**config.mk**
```make
export PLATFORM = sky130hd
export DESIGN_NAME = divider_sequencer
export DESIGN_NICKNAME = d
export VERILOG_FILES = /design/src/rtl/divider_sequencer.sv
export SDC_FILE = /design/constraint.sdc
export NUM_CORES = 1
export LEC_CHECK = 0
export CAP_MARGIN = 30
export CORE_MARGIN = 2
export CORE_UTILIZATION = 58
export CTS_CLUSTER_SIZE = 8
export DETAILED_ROUTE_END_ITERATION = 6
export PLACE_DENSITY = 0.84
export SLEW_MARGIN = 25
export SYNTH_ARGS = -nofsm -noshare
export SYNTH_HDL_FRONTEND = slang
export SYNTH_SLANG_ARGS = --single-unit
```
**constraint.sdc**
```tcl
create_clock -name clk -period 3.5 [get_ports clk]
set_input_delay 0.35 -clock clk [delete_from_list [all_inputs] [get_ports clk]]
set_output_delay 0.35 -clock clk [all_outputs]
set_load 0.02 [all_outputs]
```
**src/rtl/divider_sequencer.sv**
```systemverilog
// rtl/divider_sequencer.sv - iterative restoring unsigned divider, one quotient bit per clock
module divider_sequencer #(
    parameter int DIVIDENDLEN = 4,
    parameter int DIVISORLEN  = 2
) (
    input  logic                   clk,
    input  logic                   reset,
    input  logic                   in_valid,
    output logic                   in_ready,
    input  logic [DIVIDENDLEN-1:0] dividend,
    input  logic [DIVISORLEN-1:0]  divisor,
    output logic                   out_valid,
    input  logic                   out_ready,
    output logic [DIVIDENDLEN-1:0] quotient,
    output logic [DIVISORLEN-1:0]  remainder,
    output logic                   div_by_zero,
    output logic                   busy
);

    localparam int DATAPATHLEN = DIVIDENDLEN + DIVISORLEN - 1;
    localparam int CNTW        = (DIVIDENDLEN > 1) ? $clog2(DIVIDENDLEN) : 1;

    localparam logic [1:0] ST_IDLE = 2'd0;
    localparam logic [1:0] ST_RUN  = 2'd1;
    localparam logic [1:0] ST_DONE = 2'd2;

    logic [1:0]             state_q, state_d;
    logic [CNTW-1:0]        cnt_q, cnt_d;
    logic [DATAPATHLEN-1:0] rem_q, rem_d;
    logic [DIVIDENDLEN-1:0] q_q, q_d;
    logic [DIVISORLEN-1:0]  dvs_q, dvs_d;
    logic                   dbz_q, dbz_d;

    // Result registers are separate from the working registers so the data
    // outputs keep the last delivered result while the next operation runs.
    logic [DIVIDENDLEN-1:0] quo_out_q, quo_out_d;
    logic [DIVISORLEN-1:0]  rem_out_q, rem_out_d;
    logic                   dbz_out_q, dbz_out_d;

    logic [DATAPATHLEN-1:0] trial;

    // Shifted divisor for the current step, at full datapath width so no bits are lost.
    always_comb begin
        trial = DATAPATHLEN'(dvs_q) << cnt_q;
    end

    // Next-state logic: accept, one compare/subtract per RUN cycle, result handoff.
    always_comb begin
        state_d   = state_q;
        cnt_d     = cnt_q;
        rem_d     = rem_q;
        q_d       = q_q;
        dvs_d     = dvs_q;
        dbz_d     = dbz_q;
        quo_out_d = quo_out_q;
        rem_out_d = rem_out_q;
        dbz_out_d = dbz_out_q;
        case (state_q)
            ST_IDLE: begin
                if (in_valid) begin
                    rem_d = DATAPATHLEN'(dividend);
                    dvs_d = divisor;
                    q_d   = '0;
                    if (divisor != '0) begin
                        cnt_d   = CNTW'(DIVIDENDLEN - 1);
                        dbz_d   = 1'b0;
                        state_d = ST_RUN;
                    end else begin
                        // Divide by zero bypasses the step loop entirely.
                        q_d       = '1;
                        dbz_d     = 1'b1;
                        quo_out_d = '1;
                        rem_out_d = dividend[DIVISORLEN-1:0];
                        dbz_out_d = 1'b1;
                        state_d   = ST_DONE;
                    end
                end
            end
            ST_RUN: begin
                if (rem_q >= trial) begin
                    rem_d        = rem_q - trial;
                    q_d[cnt_q]   = 1'b1;
                end else begin
                    q_d[cnt_q]   = 1'b0;
                end
                if (cnt_q == '0) begin
                    quo_out_d = q_d;
                    rem_out_d = rem_d[DIVISORLEN-1:0];
                    dbz_out_d = 1'b0;
                    state_d   = ST_DONE;
                end else begin
                    cnt_d = cnt_q - 1'b1;
                end
            end
            ST_DONE: begin
                if (out_ready) begin
                    state_d = ST_IDLE;
                end
            end
            default: begin
                state_d = ST_IDLE;
            end
        endcase
    end

    // State and datapath registers with synchronous reset.
    always_ff @(posedge clk) begin
        if (reset) begin
            state_q   <= ST_IDLE;
            cnt_q     <= '0;
            rem_q     <= '0;
            q_q       <= '0;
            dvs_q     <= '0;
            dbz_q     <= 1'b0;
            quo_out_q <= '0;
            rem_out_q <= '0;
            dbz_out_q <= 1'b0;
        end else begin
            state_q   <= state_d;
            cnt_q     <= cnt_d;
            rem_q     <= rem_d;
            q_q       <= q_d;
            dvs_q     <= dvs_d;
            dbz_q     <= dbz_d;
            quo_out_q <= quo_out_d;
            rem_out_q <= rem_out_d;
            dbz_out_q <= dbz_out_d;
        end
    end

    // Handshake and status outputs decode from state only.
    always_comb begin
        in_ready    = (state_q == ST_IDLE);
        out_valid   = (state_q == ST_DONE);
        busy        = (state_q != ST_IDLE);
        quotient    = quo_out_q;
        remainder   = rem_out_q;
        div_by_zero = dbz_out_q;
    end

endmodule

```
==> metrics.md <==
| Metric | Value |
|---|---|
| Final WL | about 3.3 mm |
| Relative slew slack | between 40% and 50% |
| Max Slew Vio Count | 0 |
| IO Port Bufs | 19 |
| Nets | 204 |
| Endpoints failing setup | 0 |
| Syn-to-layout area delta | 14.6% |
| Cts repair resizes | 0 |
| Leak | between 0.6 and 0.7 nW |
| Gr busiest metal | met2 |
| Share of layout cells above drive strength 1 | roughly 6.6% |
| Post-synthesis cell area | 1400 um2 |
| Vert. Die Dim | approximately 53 um |
| CTS tree | built |
| Hold path cells | 1 |
| Instance count on the critical path | 9 |
| R2r setup slk | ~900 ps |
| Power Dens Cells | between 400 and 500 nW/um2 |
| Starting Density | around 62% |
| Most numerous cell in the Yosys netlist | nor2_1 |
| Buf/Inv on CP | 1 |
| Dominant synthesized flop cell | dfxtp_1 |
| Worst Setup Start Kind | flip-flop |
| M3 GR Usage | under 10% |
| Met1 global-route usage | around 33% |
| GP Congestion | around 0.86 |
| Remaining DRCs | 0 |
| EDFF count, synth | 0 |
| Post-synth top area share | ~30% |
| Fraction of registers with async set/reset | 0% |
| Largest net degree at the start of global routing | 17 |
| Minimum clock period | approximately 2600 ps |
| DP Area | around 1600 um2 |
| Max FO, Critical Path | 14 |
| Final period util | 74.4% |
| Setup bufs post-CTS | 0 |
| Fmax | between 0.3 and 0.4 GHz |
| TritonCTS buffer count | 3 |
| Final HPWL DP | 2.47 mm |
| ANT cells | 0 |
| Synth top area cells | dfxtp_1 (30%), ha_1 (8.0%), nor2_1 (5.9%) |
| Final core occ | about 71% |
| Synth cell count leaders | nor2_1 (22), dfxtp_1 (21), inv_1 (10) |
| Routed wire per std cell | approximately 16 um |
| Overall die width | 53.2 um |
| Hold Buf Count CTS | 0 |
| DRT iter0 DRCs | 29 |
| Number of H-tree levels | 1 |
| CTS root buffer | clkbuf_4 |
| Unrepaired setup endpoints after global routing | false |
| Fin area | approximately 1600 um2 |
| Yosys Warn Count | 0 |
| Worst-Margin Slew | between 700 and 800 ps |
| CP cell instances | inv_1, and3_1, a31oi_1, ha_1, a21oi_2, o21ai_4, a31oi_4, nor2_1, a211o_1 |
| CP Capture Type | flip-flop |
| CP max stage cell | dfxtp_1 |
| WP data arrival | between 2000 and 3000 ps |
| CP Class | flip-flop to flip-flop |
| Mapped Avg Cell Area | roughly 8.3 um2 |
| Mapped Nets | 188 |
| Via count | approximately 1300 |
| Register bit total from synthesis | 21 |
| Placed cell count | between 200 and 250 |
| Clk buf depth | 2 |
| Die area | ~2800 um2 |
| Final setup TNS | 0 ps |
| Top-Level Pins | 20 |
| M2 GR Usage | between 40% and 50% |
| Vias in the first global route | 1253 |
| GR Util All Layers | a little over a quarter |
| Crit path max-delay family | compound AO/OA/AOI/OAI gates |
| Min-delay worst type | flip-flop to flip-flop |
| WP data required | around 3700 ps |
| Synth area leader | dfxtp_1 |
| Vias per inst | 6.22 |
| Run status | finished, final reports clean |
| Fin. Hold Viols | 0 |
| Max Cap Viol | 0 |
| Final ANT Viol Nets | 0 |
| Clock skew | 10.9 ps |
| GR Overflow Total | 0 |
| First-pass GRT wire length | 5.62 mm |
| # rows | 17 |
| Worst r2r path cells | 9 |
| Max stage delay on crit path | 460 ps |
| Post-Syn Instances | about 170 |
| Post-Layout Cell Count | between 200 and 250 |
| Max rail drop VDD | between 0.3 and 0.4 mV |
| DR pass1 iterations | 4 |
| Worst-Skew Late Latency | between 300 and 400 ps |
| Register area share after synthesis | a little under a third |
| CORE AREA | approximately 2300 um2 |
| Reg clk slew, reported paths | roughly 120 ps |
| Clk sink count | 21 |
| Post-synth cell types | between 40 and 50 |
| Initial antenna violation count | 0 |
final timing paths:
check / startpoint / endpoint
setup / recovery: cnt_q[1]$_SDFFE_PP0P_ / q_q[2]$_SDFFE_PP0P_
hold / removal: div_by_zero$_SDFFE_PP0P_ / div_by_zero$_SDFFE_PP0P_
setup reg to reg: cnt_q[1]$_SDFFE_PP0P_ / q_q[2]$_SDFFE_PP0P_
hold reg to reg: div_by_zero$_SDFFE_PP0P_ / div_by_zero$_SDFFE_PP0P_
per-stage QoR:
step,hold slack [ps],setup slack [ps],power [mW]
after CTS,491,913,0.735
after detailed placement,463,929,0.617
after global routing,518,726,0.785
final,484,897,0.734
after floorplan,449,1380,0.539
after global placement,452,1090,0.605
placed cells by master (no fill, tap or decap), types with 4 or more instances in the layout:
cell,netlist,layout
nor2_1,22,22
dfxtp_1,21,21
clkdlybuf4s50_1,0,19
inv_1,10,10
nand2_1,9,9
o21ai_0,9,9
ha_1,9,9
a21oi_1,8,8
mux2i_1,6,6
nor2b_1,6,6
a211o_1,6,6
o21a_1,5,5
nand2b_1,4,4
and3_1,4,4
metal layers:
layer	routed length [um]	up-vias
met3	291	8
met1	1440	607
met2	1490	61
li1	-	637
met5	0	-
met4	61	0
layout make-up:
type / count / area (um2)
multi-input cells: 129 / 896
fillers: 193 / 649
flip-flops and latches: 21 / 420
repair buffers: 19 / 190
inverters: 10 / 37.5
well taps: 28 / 35.0
clock buffers: 4 / 26.3
state kept, by name (all words and copies together), names as in the netlist:
register / count
rem_q: 5
div_by_zero: 1
cnt_q: 2
q_q: 3
state_q: 2
dvs_q: 2
quotient: 4
remainder: 2
cell families after synthesis:
group / after synthesis / share of synthesized area, %
muxes: 6 / 4.29
and+or+nand+nor: 58 / 20.6
adders and majority gates: 10 / 9.46
xor gates and xnor gates: 2 / 1.25
buffers and inverters: 18 / 6.07
AOI/OAI and AO/OA: 53 / 28.3
DFF: 21 / 30.0
power breakdown:
group	switching, mW	internal, mW	total, mW
logic	0.185	0.135	0.320
registers	0.0279	0.270	0.297
clock network	0.0718	0.0445	0.116
Power figures use the tool's default switching activity.
